`src/rtl/multi_chn_frame_pkg.sv`:
```
// Shared types and helpers for the multi-channel ADC frame multiplexer.
package multi_chn_frame_pkg;

    localparam logic MODE_SINGLE = 1'b0;
    localparam logic MODE_FRAME  = 1'b1;

    localparam logic [15:0] DEF_HDR_WORD = 16'hEB90;

    // Channel scan helpers are sized for the largest supported channel count.
    localparam int unsigned MAX_CHN = 8;
    localparam int unsigned IDX_W   = 3;

    typedef enum logic [1:0] {
        IDLE   = 2'd0,
        HEADER = 2'd1,
        DATA   = 2'd2
    } frame_state_e;

    typedef struct packed {
        logic             valid;
        logic [IDX_W-1:0] idx;
    } chn_pick_t;

    // Lowest enabled channel at or above start; valid=0 when none remain.
    function automatic chn_pick_t next_en_idx(input logic [MAX_CHN-1:0] mask,
                                              input int                 start);
        chn_pick_t pick;
        pick = '0;
        for (int i = int'(MAX_CHN) - 1; i >= 0; i--) begin
            if (i >= start && mask[i]) begin
                pick.valid = 1'b1;
                pick.idx   = IDX_W'(i);
            end
        end
        return pick;
    endfunction

endpackage

```
`src/rtl/multi_chn_frame_mux_buf.sv`:
```
// Per-channel sample FIFO with first-word-fall-through read data.
// A word becomes visible to the reader one edge after it is written, which
// sets the two-edge write-to-emit latency through the registered output.
module chn_sample_buf #(
    parameter int unsigned DATA_W = 16,
    parameter int unsigned DEPTH  = 8
) (
    input  logic              clk,
    input  logic              reset_n,
    input  logic              flush,
    input  logic              push,
    input  logic              pop,
    input  logic [DATA_W-1:0] din,
    output logic [DATA_W-1:0] dout,
    output logic              empty,
    output logic              full
);

    localparam int unsigned PTR_W = $clog2(DEPTH);
    localparam int unsigned CNT_W = PTR_W + 1;

    logic [DATA_W-1:0] mem [DEPTH];
    logic [PTR_W-1:0]  wr_ptr;
    logic [PTR_W-1:0]  rd_ptr;
    logic [CNT_W-1:0]  cnt;
    logic              fresh;
    logic              push_ok_c;
    logic              pop_ok_c;

    // Occupancy flags; the word written on the last edge is not yet readable.
    assign full      = (cnt == CNT_W'(DEPTH));
    assign empty     = (cnt == CNT_W'(fresh));
    assign dout      = mem[rd_ptr];
    assign push_ok_c = push && (!full || pop);
    assign pop_ok_c  = pop && !empty;

    // Storage array, written only on accepted pushes.
    always_ff @(posedge clk) begin
        if (!flush && push_ok_c) begin
            mem[wr_ptr] <= din;
        end
    end

    // Pointers, occupancy and the just-written marker.
    always_ff @(posedge clk or negedge reset_n) begin
        if (!reset_n) begin
            wr_ptr <= '0;
            rd_ptr <= '0;
            cnt    <= '0;
            fresh  <= 1'b0;
        end else if (flush) begin
            wr_ptr <= '0;
            rd_ptr <= '0;
            cnt    <= '0;
            fresh  <= 1'b0;
        end else begin
            if (push_ok_c) wr_ptr <= wr_ptr + PTR_W'(1);
            if (pop_ok_c)  rd_ptr <= rd_ptr + PTR_W'(1);
            cnt   <= cnt + CNT_W'(push_ok_c) - CNT_W'(pop_ok_c);
            fresh <= push_ok_c;
        end
    end

endmodule

```
`src/rtl/multi_chn_frame_mux.sv`:
```
// Buffers NUM_CHN ADC streams and emits one channel or header-tagged frames
// toward the USB slave FIFO, honouring downstream backpressure.
module multi_chn_frame_mux
    import multi_chn_frame_pkg::*;
#(
    parameter int unsigned       NUM_CHN   = 4,
    parameter int unsigned       DATA_W    = 16,
    parameter int unsigned       BUF_DEPTH = 8,
    parameter logic [DATA_W-1:0] HDR_WORD  = DATA_W'(DEF_HDR_WORD)
) (
    input  logic                        clk,
    input  logic                        reset_n,
    input  logic                        flush,
    input  logic                        mode,
    input  logic [$clog2(NUM_CHN)-1:0]  chn_sel,
    input  logic [NUM_CHN-1:0]          chn_en,
    input  logic [NUM_CHN*DATA_W-1:0]   din,
    input  logic [NUM_CHN-1:0]          din_en,
    input  logic                        dout_full,
    output logic [DATA_W-1:0]           dout,
    output logic                        dout_en,
    output logic [NUM_CHN-1:0]          ovf_flag,
    input  logic                        ovf_clr,
    output logic [15:0]                 frame_cnt
);

    localparam int unsigned SEL_W = $clog2(NUM_CHN);

    frame_state_e       state, state_n;
    logic [SEL_W-1:0]   idx, idx_n;
    logic [NUM_CHN-1:0] en_lat, en_lat_n;
    logic [DATA_W-1:0]  dout_n;
    logic               dout_en_n;
    logic               frame_done_c;
    logic               pop_any_c;
    logic [SEL_W-1:0]   pop_idx_c;

    logic [NUM_CHN-1:0] pop_c;
    logic [NUM_CHN-1:0] buf_empty;
    logic [NUM_CHN-1:0] buf_full;
    logic [NUM_CHN-1:0] ovf_set_c;
    logic [DATA_W-1:0]  buf_dout [NUM_CHN];

    logic               sel_empty_c;
    logic [DATA_W-1:0]  sel_data_c;
    logic [DATA_W-1:0]  idx_data_c;
    logic               all_ready_c;
    chn_pick_t          first_pick_c;
    chn_pick_t          next_pick_c;

    // One buffer per channel; overflow only when a full buffer is not popped.
    for (genvar g = 0; g < NUM_CHN; g++) begin : g_chn
        assign pop_c[g]     = pop_any_c && (pop_idx_c == SEL_W'(g));
        assign ovf_set_c[g] = din_en[g] && buf_full[g] && !pop_c[g] && !flush;

        chn_sample_buf #(
            .DATA_W (DATA_W),
            .DEPTH  (BUF_DEPTH)
        ) u_buf (
            .clk     (clk),
            .reset_n (reset_n),
            .flush   (flush),
            .push    (din_en[g]),
            .pop     (pop_c[g]),
            .din     (din[g*DATA_W +: DATA_W]),
            .dout    (buf_dout[g]),
            .empty   (buf_empty[g]),
            .full    (buf_full[g])
        );
    end

    // Channel read muxes for the single-channel selection and frame index.
    always_comb begin
        sel_empty_c = 1'b1;
        sel_data_c  = '0;
        idx_data_c  = '0;
        for (int i = 0; i < int'(NUM_CHN); i++) begin
            if (chn_sel == SEL_W'(i)) begin
                sel_empty_c = buf_empty[i];
                sel_data_c  = buf_dout[i];
            end
            if (idx == SEL_W'(i)) begin
                idx_data_c = buf_dout[i];
            end
        end
    end

    assign all_ready_c  = &(~buf_empty | ~chn_en);
    assign first_pick_c = next_en_idx(MAX_CHN'(en_lat), 0);
    assign next_pick_c  = next_en_idx(MAX_CHN'(en_lat), int'(idx) + 1);

    // Next-state, pop and output-word decision.
    always_comb begin
        state_n      = state;
        idx_n        = idx;
        en_lat_n     = en_lat;
        dout_n       = dout;
        dout_en_n    = 1'b0;
        frame_done_c = 1'b0;
        pop_any_c    = 1'b0;
        pop_idx_c    = idx;

        case (state)
            IDLE: begin
                if (mode == MODE_SINGLE) begin
                    if (!sel_empty_c && !dout_full) begin
                        pop_any_c = 1'b1;
                        pop_idx_c = chn_sel;
                        dout_n    = sel_data_c;
                        dout_en_n = 1'b1;
                    end
                end else if ((chn_en != '0) && all_ready_c && !dout_full) begin
                    en_lat_n = chn_en;
                    state_n  = HEADER;
                end
            end
            HEADER: begin
                if (!dout_full) begin
                    dout_n    = HDR_WORD;
                    dout_en_n = 1'b1;
                    state_n   = DATA;
                    if (first_pick_c.valid) begin
                        idx_n = SEL_W'(first_pick_c.idx);
                    end
                end
            end
            DATA: begin
                if (!dout_full) begin
                    pop_any_c = 1'b1;
                    pop_idx_c = idx;
                    dout_n    = idx_data_c;
                    dout_en_n = 1'b1;
                    if (next_pick_c.valid) begin
                        idx_n = SEL_W'(next_pick_c.idx);
                    end else begin
                        frame_done_c = 1'b1;
                        state_n      = IDLE;
                    end
                end
            end
            default: state_n = IDLE;
        endcase

        // Flush abandons any frame in progress without counting it.
        if (flush) begin
            state_n      = IDLE;
            dout_en_n    = 1'b0;
            pop_any_c    = 1'b0;
            frame_done_c = 1'b0;
        end
    end

    // FSM state and registered output word.
    always_ff @(posedge clk or negedge reset_n) begin
        if (!reset_n) begin
            state   <= IDLE;
            idx     <= '0;
            en_lat  <= '0;
            dout    <= '0;
            dout_en <= 1'b0;
        end else begin
            state   <= state_n;
            idx     <= idx_n;
            en_lat  <= en_lat_n;
            dout    <= dout_n;
            dout_en <= dout_en_n;
        end
    end

    // Completed-frame counter and sticky overflow flags; a new overflow beats clear.
    always_ff @(posedge clk or negedge reset_n) begin
        if (!reset_n) begin
            frame_cnt <= '0;
            ovf_flag  <= '0;
        end else begin
            frame_cnt <= frame_cnt + 16'(frame_done_c);
            ovf_flag  <= (ovf_clr ? '0 : ovf_flag) | ovf_set_c;
        end
    end

endmodule

```
`config.mk`:
```
export PLATFORM = sky130hd
export DESIGN_NAME = multi_chn_frame_mux
export DESIGN_NICKNAME = d
export VERILOG_FILES = /design/src/rtl/multi_chn_frame_pkg.sv /design/src/rtl/multi_chn_frame_mux_buf.sv /design/src/rtl/multi_chn_frame_mux.sv
export SDC_FILE = /design/constraint.sdc
export NUM_CORES = 1
export LEC_CHECK = 0
export ABC_CLOCK_PERIOD_IN_PS = 4800
export CAP_MARGIN = 20
export CORE_MARGIN = 10
export CORE_UTILIZATION = 55
export DETAILED_ROUTE_END_ITERATION = 10
export PLACE_DENSITY = 0.74
export SYNTH_ARGS = -nofsm -noshare
export SYNTH_HDL_FRONTEND = slang
export SYNTH_SLANG_ARGS = --single-unit
export TNS_END_PERCENT = 50
```
`constraint.sdc`:
```
create_clock -name clk -period 4.8 [get_ports clk]
set_input_delay 0.48 -clock clk [delete_from_list [all_inputs] [get_ports clk]]
set_output_delay 0.48 -clock clk [all_outputs]
set_load 0.02 [all_outputs]
```
==> results.cfg, run 1 <==
[run_status]
status = complete, but fails checks
failing_checks = negative hold slack

[timing]
hold_viol_final = 11
timing.clock.skew_ns = 0.0218
timing.final.setup_violations = 0
timing_max_transition_violations_final = 0
min_period_ns = 3.67
final_period_util_pct = 76.5
worst_hold_slack_after_final_layout_ns = -0.0161
tns_ns = 0
grt_setup_unrepaired = no
max_clock_freq_ghz = 0.272
worst_slack_setup_final_ns = 1.13
worstMarginPinSlew_ns = 1.06
slew-limit-headroom_pct = 29.3

[floorplan]
floorplan.die_area_sq_um = 55600
io_pins = 117
dieHeight_um = 236
std_cell_rows = 79
die_w_um = 236
start_util_pct = 55.4
fp.coreArea_sq_um = 46300

[logic_synthesis]
post_synth_xor_area_fraction_pct = 0.889
netlist_instances = 1516
ys.flop_type = sky130_fd_sc_hd__edfxtp_1
async_reset_ff_share_pct = 14.8
post_synth.cell_area_avg_sq_um = 16.9
sequential_cell_area_fraction_in_the_yosys_report_pct = 68.7
muxShareOfSynthArea_pct = 14.4
synth-seq-cells = 601
synth_top_family_by_area = multiplexers
synth_area_in_simple_gates_pct = 6.34
post_synth_instance_area_sq_um = 25600
synth_nets = 1639
synth.distinct_cells = 81
yosys_warnings = 0
synth_fa_ha_area_share_pct = 2.22
synth_edf_count = 512
synth_compound_gate_area_share_pct = 5.15

[clock_tree]
post_cts_buffers = 0
cts_buffers = 59
cts_hold_repair.buffers = 0
cts_max_path_buffers = 3
clock_tree.root_cell = sky130_fd_sc_hd__clkbuf_16
cts-resized-gates = 0
cts_tree = built
clk_transition_reported_paths_ns = 0.07
ctsHtreeMaxLevel = 2
clock_sinks = 601
worstSkewPairLatency_ns = 0.63

[drt]
wire_per_inst_um = 24.6
met1_length_um = 24100
ant_nets = 0
route.vias.total = 14300
dr_wl_met3_um = 3830
detail_route.first_pass.iterations = 9
routed_wirelength_um = 56900
first_iter_violations = 1544
drcViolationCount = 0
route.detailed.vias_per_inst = 6.18
top_routing_layer_used = met4
wl_met2_um = 27500

[worst_setup_path]
critical-path-slowest-cell = sky130_fd_sc_hd__or4b_1
start_kind = flip-flop
path_class = reg -> reg
rr_worst_depth = 13
timing.reg2reg.setup_slack_ns = 1.13
worst_ep_arrival_ns = 4.14
crit_fanout = 10
reg2reg_from = state[0]
worst_r2r_endpoint = g_chn[2].u_buf.cnt[2]
worst-endpoint-required_ns = 5.27
worstPathCellList = inv_1 > ha_1 > or3b_4 > nor2_8 > nor4bb_1 > buf_4 > or4b_1 > o21ai_4 > inv_1 > ha_1 > fa_1 > xnor2_1 > nor2_1
crit_path_end_kind = flip-flop
max_stage_delay_ns = 0.64

[power_and_ir_drop]
reported_net_switching_power_mw = 3.55
pwr-share-seq_pct = 47.7
cellPowerDensity_nw_per_um2 = 445
power_leakage_nw = 9.94
worst_ir_drop_vdd_v = 0.000380
pwr-share-comb_pct = 16.9
power_switching_share_pct = 26.9
power_mw = 13.2
power.clock.fraction_pct = 35.4
cellInternalPower_mw = 9.67

[layout]
layout_commonest_cell = sky130_fd_sc_hd__edfxtp_1
area_growth_syn_to_layout_pct = 16.0
final_net_count = 1781
fillers = 3200
mostFrequentLayoutCells = 512 x sky130_fd_sc_hd__edfxtp_1, 114 x sky130_fd_sc_hd__clkdlybuf4s50_1, 102 x sky130_fd_sc_hd__mux4_2
post_route_cells_drive_above_1_share_pct = 20.2

[placed_design]
pre_cts_ws_ns = 0.640
place.gp.congestion = 0.902
detailed_place_hpwl_um = 37500
buffer_ports.inserted = 116

[global_route]
number_of_global_route_vias_before_repair = 14200
grt_remaining_overflow = 0
grt_start_max_net_pins = 68
wire_length_of_the_first_global_routing_pass_um = 87600
grt_antenna_before_repair = 0
global_route.usage.total_pct = 20.2

[hold_path]
hold_path_class = in -> async

[job]
maxCapViolCount = 0
## metal layers
metal,up-vias,global-route usage (%)
met3,82,3.51
met5,-,0
met1,7367,28.1
met2,546,31.9
li1,6312,-
met4,0,6.74
## layout make-up
class | count | area (sq um) | share of cell area (%)
tap | 607 | 759 | 2.56
inverter | 44 | 165 | 0.556
clock buffer | 68 | 1550 | 5.22
antenna | 1 | 2.50 | 0.00842
timing repair buffer | 168 | 1560 | 5.24
clock inverter | 42 | 430 | 1.45
sequential | 601 | 17600 | 59.3
multi-input combinational | 784 | 7630 | 25.7
## critical path: cells and delay by family (launching register included)
family	cells	cell delay, ns
AO/OA/AOI/OAI	1	0.47
adder cells (fa/ha/maj)	3	0.89
buffers and inverters	3	0.38
flip-flops	1	0.40
AND/OR/NAND/NOR	5	1.19
XOR/XNOR	1	0.17
## per-stage QoR
stage / area (sq um) / utilization (%) / std cells / hold slack [ns]
after global placement: 27700 / 59.9 / 2203 / 0.462
after floorplan: 25600 / - / 1516 / 0.184
after CTS: 29700 / 64.2 / 2313 / 0.00772
after global routing: 29700 / 64.2 / 2314 / 0.0499
after detailed placement: 27700 / 59.9 / 2203 / 0.485
final: 29700 / 64.2 / 2315 / -0.0161
## kinds of logic after synthesis
| group | Yosys count |
|---|---|
| compound gates | 178 |
| xor+xnor | 26 |
| fa+ha+maj | 43 |
| buf+inv | 131 |
| flops | 601 |
| mux | 236 |
| simple gates | 301 |
## how the worst max path moves through the flow
stage | startpoint | endpoint | slack (ns) | cells past startpoint
final | state[0] | g_chn[2].u_buf.cnt[2] | 1.13 | 13
after global routing | state[0] | g_chn[2].u_buf.cnt[2] | 0.94 | 13
after CTS | state[0] | g_chn[2].u_buf.cnt[2] | 1.16 | 13
after detailed placement | chn_sel[1] | g_chn[3].u_buf.cnt[1] | 0.64 | 14
after global placement | chn_sel[1] | g_chn[3].u_buf.cnt[1] | 0.77 | 14
after floorplan | state[0] | g_chn[3].u_buf.mem[0][0] | 0.68 | 10
## power by group through the flow
stage / clock network (mW) / registers [mW] / logic (mW)
floorplan: 0 / 6.34 / 1.39
global route: 4.95 / 6.33 / 2.43
detailed placement: 0 / 6.41 / 2.19
finish: 4.68 / 6.30 / 2.23
global placement: 0 / 6.40 / 2.15
CTS: 4.75 / 6.31 / 2.21
## cell usage after synthesis, drive strengths merged (7+ instances only)
master,instances,share of area [%]
nor2b,27,0.66
buf,50,1.0
ha,39,1.9
nor4,11,0.27
a32oi,8,0.27
and3,22,0.55
nor3,24,0.49
a21oi,37,0.74
nand4,8,0.20
a211oi,11,0.39
edfxtp,512,60
mux4,102,9.0
clkbuf,37,0.58
nor4b,12,0.53
a21o,7,0.21
nand3,25,0.51
xnor2,21,0.72
o211ai,12,0.35
dfrtp,89,8.7
inv,44,0.64
nor2,64,1.0
mux2,47,2.1
a221oi,13,0.44
nand2,79,1.2
o22ai,15,0.37
mux2i,87,3.4
o21ai,10,0.25
a22oi,17,0.50
## state kept, by name, summed over array words and instances (netlist names), 12 cells and up
register and cells:
g_chn.u_buf.rd_ptr 12, g_chn.u_buf.cnt 16, g_chn.u_buf.mem 512, g_chn.u_buf.wr_ptr 12, frame_cnt 16, dout 16
No activity file was read; power rests on OpenSTA's default activity.
==> run 2: changes to the inputs <==
--- a/config.mk
+++ b/config.mk
@@ -5,7 +5,7 @@
 export SDC_FILE = /design/constraint.sdc
 export NUM_CORES = 1
 export LEC_CHECK = 0
-export ABC_CLOCK_PERIOD_IN_PS = 4800
+export ABC_CLOCK_PERIOD_IN_PS = 3660
 export CAP_MARGIN = 20
 export CORE_MARGIN = 10
 export CORE_UTILIZATION = 55
==> constraint.sdc (replaced) <==
create_clock -name clk -period 3.66 [get_ports clk]
set_input_delay 0.366 -clock clk [delete_from_list [all_inputs] [get_ports clk]]
set_output_delay 0.366 -clock clk [all_outputs]
set_load 0.02 [all_outputs]
==> results.cfg, run 2 (synthesis results as in run 1) <==
[timing]
worst_hold_slack_after_final_layout_ns = 0.277
min_period_ns = 3.36
hold_viol_final = 0
timing.final.setup_violations = 0
worstMarginPinSlew_ns = 0.956
max_clock_freq_ghz = 0.298
grt_setup_unrepaired = no
timing_max_transition_violations_final = 0
slew-limit-headroom_pct = 36.2
final_period_util_pct = 91.8
timing.clock.skew_ns = 0.0114

[drt]
wire_per_inst_um = 24.7
first_iter_violations = 1481
route.vias.total = 14300
route.detailed.vias_per_inst = 6.10
detail_route.first_pass.iterations = 7
routed_wirelength_um = 57900
drcViolationCount = 0
ant_nets = 0

[layout]
finalCoreUtilization_pct = 65.1
largest-register = g_chn.u_buf.mem
area_growth_syn_to_layout_pct = 17.6
layout_commonest_cell = sky130_fd_sc_hd__edfxtp_1
mostFrequentLayoutCells = 512 x sky130_fd_sc_hd__edfxtp_1, 114 x sky130_fd_sc_hd__clkdlybuf4s50_1, 102 x sky130_fd_sc_hd__mux4_2
final_net_count = 1810
largest_register_ffs = 512
post_route_cells_drive_above_1_share_pct = 21.5

[placed_design]
place.gp.congestion = 0.881
buffer_ports.inserted = 116
detailed_place_hpwl_um = 39400

[clock_tree]
post_cts_buffers = 0
cts_tree = built
cts_buffers = 58
worstSkewPairLatency_ns = 0.61
ctsHtreeMaxLevel = 2
clock_tree.root_cell = sky130_fd_sc_hd__clkbuf_16
cts_max_path_buffers = 3
clk_transition_reported_paths_ns = 0.06
clock_sinks = 601

[worst_setup_path]
critical-path-slowest-cell = sky130_fd_sc_hd__or4b_1
worstPathCellList = inv_1 > ha_1 > or3b_4 > nor2_8 > nor4bb_1 > or4b_1 > o21ai_4 > inv_1 > ha_1 > fa_1 > xnor2_1 > nor2_1
worst_ep_arrival_ns = 3.83
start_kind = flip-flop
worst-endpoint-required_ns = 4.13
crit_fanout = 10
crit_path_end_kind = flip-flop
max_stage_delay_ns = 0.57
path_class = reg -> reg

[global_route]
groute.layer.met2.usage_pct = 34.1
wire_length_of_the_first_global_routing_pass_um = 89300
gr-max-usage-layer = met2
met3_usage_pct = 2.80
grt_remaining_overflow = 0
number_of_global_route_vias_before_repair = 14600
grt_antenna_before_repair = 1
grt_use_met1_pct = 28.4
grt_start_max_net_pins = 61
global_route.usage.total_pct = 20.7

[hold_path]
hold_path_class = in -> reg

[floorplan]
fp.coreArea_sq_um = 46300
dieHeight_um = 236
std_cell_rows = 79
start_util_pct = 55.4
io_pins = 117
die_w_um = 236
floorplan.die_area_sq_um = 55600

[power_and_ir_drop]
power_leakage_nw = 10.1
power_mw = 17.6
worst_ir_drop_vdd_v = 0.000535
cellPowerDensity_nw_per_um2 = 585

[job]
maxCapViolCount = 0

[run_status]
status = completed
-- run 2: timing repair --
action / CTS / global route
hold buffers: 1 / 0
gates resized for setup: 0 / 0
setup endpoints to repair: 0 / 0
hold endpoints to repair: 58 / 0
-- run 2: area by class of cell --
type	instances	area, sq um
Clock inverter	38	518
Sequential cell	601	17600
Clock buffer	68	1520
Timing Repair Buffer	198	1870
Tap cell	607	759
Inverter	44	165
Multi-Input combinational cell	784	7670
Fill cell	3187	16100
Antenna cell	1	2.50
-- run 2: routing by layer --
metal | vias to the layer above | routed length, um | part of all wire (%)
met5 | - | 17 | 0.029
met4 | 2 | 1320 | 2.3
met3 | 96 | 3090 | 5.3
met2 | 459 | 28800 | 50
met1 | 7357 | 24700 | 43
li1 | 6358 | - | -
-- run 2: path summary, 6_finish.rpt --
check | startpoint | end | slack (ns) | cells past startpoint
max | state[0] | g_chn[2].u_buf.cnt[2] | 0.30 | 12
min | flush | g_chn[1].u_buf.rd_ptr[0] | 0.28 | 3
max reg2reg | state[0] | g_chn[2].u_buf.cnt[2] | 0.30 | 12
min reg2reg | frame_cnt[15] | frame_cnt[15] | 0.48 | 1
max in group asynchronous | reset_n | g_chn[0].u_buf.rd_ptr[1] | 2.48 | 3
min in group asynchronous | reset_n | frame_cnt[14] | 0.40 | 2
-- run 2: power breakdown --
group | internal [mW] | switching (mW) | total, mW
sequential | 7.88 | 0.387 | 8.27
combinational | 1.27 | 1.74 | 3.01
clock | 3.82 | 2.52 | 6.34
total | 13.0 | 4.65 | 17.6
-- run 2: stage by stage --
stage	cell area, sq um	std cells	TNS (ns)	setup WS (ns)
floorplan	25600	1516	-49.87	-0.402
global placement	28100	2233	0	0.264
detailed placement	28100	2233	0	0.193
CTS	30100	2340	0	0.310
global route	30100	2340	0	0.127
finish	30100	2341	0	0.301
-- run 2: worst max-delay path: cells and delay by family (launching register included) --
kind            cells  cell delay [ns]
compound gates      1             0.44
simple gates        5             1.14
buf+inv             2             0.19
flops               1             0.40
fa+ha+maj           3             0.89
xor+xnor            1             0.16
==> run 3: changes to the inputs <==
--- a/config.mk
+++ b/config.mk
@@ -9,9 +9,11 @@
 export CAP_MARGIN = 20
 export CORE_MARGIN = 10
 export CORE_UTILIZATION = 55
+export CTS_CLUSTER_SIZE = 40
 export DETAILED_ROUTE_END_ITERATION = 10
 export PLACE_DENSITY = 0.74
 export SYNTH_ARGS = -nofsm -noshare
 export SYNTH_HDL_FRONTEND = slang
+export SYNTH_HIERARCHICAL = 1
 export SYNTH_SLANG_ARGS = --single-unit
 export TNS_END_PERCENT = 50
==> results.cfg, run 3 <==
[layout]
mostFrequentLayoutCells = 512 x sky130_fd_sc_hd__edfxtp_1, 116 x sky130_fd_sc_hd__mux4_1, 114 x sky130_fd_sc_hd__clkdlybuf4s50_1
finish.instance_area_sq_um = 31000
fillers = 3050
layout_commonest_cell = sky130_fd_sc_hd__edfxtp_1
instances_no_fill = 2273
finalCoreUtilization_pct = 66.2
final_net_count = 1737
largest_register_ffs = 512
area_growth_syn_to_layout_pct = 18.6
post_route_cells_drive_above_1_share_pct = 23.3
largest-register = g_chn.u_buf/mem

[power_and_ir_drop]
pwr-share-comb_pct = 19.9
reported_net_switching_power_mw = 4.84
power.clock.fraction_pct = 35.5
worst_ir_drop_vdd_v = 0.000479
cellInternalPower_mw = 13.5
power_switching_share_pct = 26.4
pwr-share-seq_pct = 44.5
power_mw = 18.4
cellPowerDensity_nw_per_um2 = 594
power_leakage_nw = 10.7

[clock_tree]
clock_tree.root_cell = sky130_fd_sc_hd__clkbuf_16
clk_transition_reported_paths_ns = 0.06
cts_max_path_buffers = 3
clock_sinks = 601
cts_tree = built
cts_buffers = 59
worstSkewPairLatency_ns = 0.63
ctsHtreeMaxLevel = 2

[global_route]
grt_remaining_overflow = 0
global_route.usage.total_pct = 20.2
grt_antenna_before_repair = 2
number_of_global_route_vias_before_repair = 14200
grt_start_max_net_pins = 71
wire_length_of_the_first_global_routing_pass_um = 87000

[timing]
worstMarginPinSlew_ns = 1.01
worst_slack_setup_final_ns = 0.122
worst_hold_slack_after_final_layout_ns = 0.267
grt_setup_unrepaired = yes
slew-limit-headroom_pct = 32.9
final_period_util_pct = 96.7
timing_max_transition_violations_final = 0
hold_viol_final = 0
tns_ns = 0
timing.final.setup_violations = 0
max_clock_freq_ghz = 0.283
timing.clock.skew_ns = 0.0191
min_period_ns = 3.54

[logic_synthesis]
ys.flop_type = sky130_fd_sc_hd__edfxtp_1
post_synth_main_area_contributors = sky130_fd_sc_hd__edfxtp_1 59%, sky130_fd_sc_hd__mux4_1 12%, sky130_fd_sc_hd__dfrtp_1 8.5%, sky130_fd_sc_hd__mux4_2 3.2%, sky130_fd_sc_hd__mux2_2 3.0%
post_synth.cell_area_avg_sq_um = 18.7
synth_edf_count = 512
synth_largest_type_area_fraction_pct = 58.9
sequential_cell_area_fraction_in_the_yosys_report_pct = 67.4
async_reset_ff_share_pct = 14.8
synth_common_cells = 512 x sky130_fd_sc_hd__edfxtp_1, 116 x sky130_fd_sc_hd__mux4_1, 89 x sky130_fd_sc_hd__dfrtp_1
synth_nets = 1523
post_synth_instance_area_sq_um = 26100
yosys_warnings = 6
yosys.cell_count.top_type = sky130_fd_sc_hd__edfxtp_1
synth_largest_area_cell = sky130_fd_sc_hd__edfxtp_1
synth.distinct_cells = 58
netlist_instances = 1400
synth-seq-cells = 601

[worst_setup_path]
path_class = reg -> reg
start_kind = flip-flop
crit_path_end_kind = flip-flop
worst_ep_arrival_ns = 4.01
crit_fanout = 3
worst-endpoint-required_ns = 4.13

[drt]
detail_route.first_pass.iterations = 5
route.vias.total = 13900
drcViolationCount = 0
ant_nets = 0
wire_per_inst_um = 25.2
first_iter_violations = 1295
route.detailed.vias_per_inst = 6.14
routed_wirelength_um = 57200

[placed_design]
dp.cells = 2155
pre_cts_ws_ns = -0.135
post_dp_cell_area_sq_um = 28600
buffer_ports.inserted = 116
place.gp.congestion = 0.850
detailed_place_hpwl_um = 37700

[job]
maxCapViolCount = 0

[floorplan]
std_cell_rows = 79
fp.coreArea_sq_um = 46800
io_pins = 117
start_util_pct = 55.9
floorplan.die_area_sq_um = 56600
die_w_um = 238
dieHeight_um = 238

[hold_path]
hold_path_class = in -> reg

[run_status]
status = completed
==> run 3: cell families after synthesis <==
family | after synthesis | share of synthesized area (%)
buffers and inverters | 112 | 2.48
adders and majority gates | 43 | 2.18
AOI/OAI and AO/OA | 105 | 2.66
xor gates and xnor gates | 22 | 0.738
and+or+nand+nor | 274 | 5.89
muxes | 243 | 18.6
DFF | 601 | 67.4
==> run 3: critical path, cell delays in order, from the launching register on <==
cell and delay, ns:
sky130_fd_sc_hd__dfrtp_1 0.40, sky130_fd_sc_hd__xor2_1 0.23, sky130_fd_sc_hd__nor2_2 0.09, sky130_fd_sc_hd__mux4_2 0.50, sky130_fd_sc_hd__nor3_4 0.26, sky130_fd_sc_hd__mux2i_2 0.31
sky130_fd_sc_hd__nor2_2 0.10, sky130_fd_sc_hd__nor4b_2 0.31, sky130_fd_sc_hd__nor2_1 0.10, sky130_fd_sc_hd__inv_1 0.07, sky130_fd_sc_hd__ha_1 0.22, sky130_fd_sc_hd__inv_1 0.06
sky130_fd_sc_hd__ha_2 0.18, sky130_fd_sc_hd__fa_1 0.40, sky130_fd_sc_hd__nor2b_1 0.13
==> run 3: final cells by class <==
class | count | area, sq um | share of cell area [%]
sequential | 601 | 17600 | 56.8
clock buffer | 67 | 1560 | 5.03
timing repair buffer | 225 | 2220 | 7.18
inverter | 40 | 153 | 0.493
antenna | 1 | 2.50 | 0.00808
clock inverter | 45 | 572 | 1.85
multi-input combinational | 687 | 8100 | 26.1
tap | 607 | 759 | 2.45
==> run 3: final timing paths <==
kind | from | endpoint | slack, ns | depth (start not counted)
min reg2reg | frame_cnt[15] | frame_cnt[15] | 0.47 | 1
max reg2reg | g_chn[1].u_buf/cnt[0] | g_chn[0].u_buf/cnt[1] | 0.12 | 14
min | flush | g_chn[1].u_buf/cnt[1] | 0.27 | 3
max in group asynchronous | reset_n | g_chn[1].u_buf/rd_ptr[0] | 2.41 | 3
max | g_chn[1].u_buf/cnt[0] | g_chn[0].u_buf/cnt[1] | 0.12 | 14
min in group asynchronous | reset_n | dout[8] | 0.38 | 2
==> run 3: per-layer routing <==
| layer | GRT usage (%) | up-vias | part of all wire (%) |
|---|---|---|---|
| met4 | 7.32 | 0 | 3.0 |
| met2 | 33.0 | 402 | 50 |
| li1 | - | 6175 | - |
| met5 | 0 | - | 0 |
| met3 | 3.31 | 92 | 5.5 |
| met1 | 27.3 | 7280 | 42 |
==> run 3: power groups by stage <==
stage	clock, mW	sequential [mW]	combinational, mW
5_1_grt	6.91	8.21	3.97
3_5_place_dp	0	8.30	3.49
3_3_place_gp	0	8.29	3.34
4_1_cts	6.63	8.17	3.52
6_report	6.53	8.19	3.67
2_1_floorplan	0	8.25	2.07
==> run 3: what timing repair did <==
action	4_1_cts	5_1_grt
buffers inserted	0	4
gates resized for setup	0	46
endpoints found under the setup margin	0	194
hold buffers	1	0
endpoints found under the hold margin	51	0
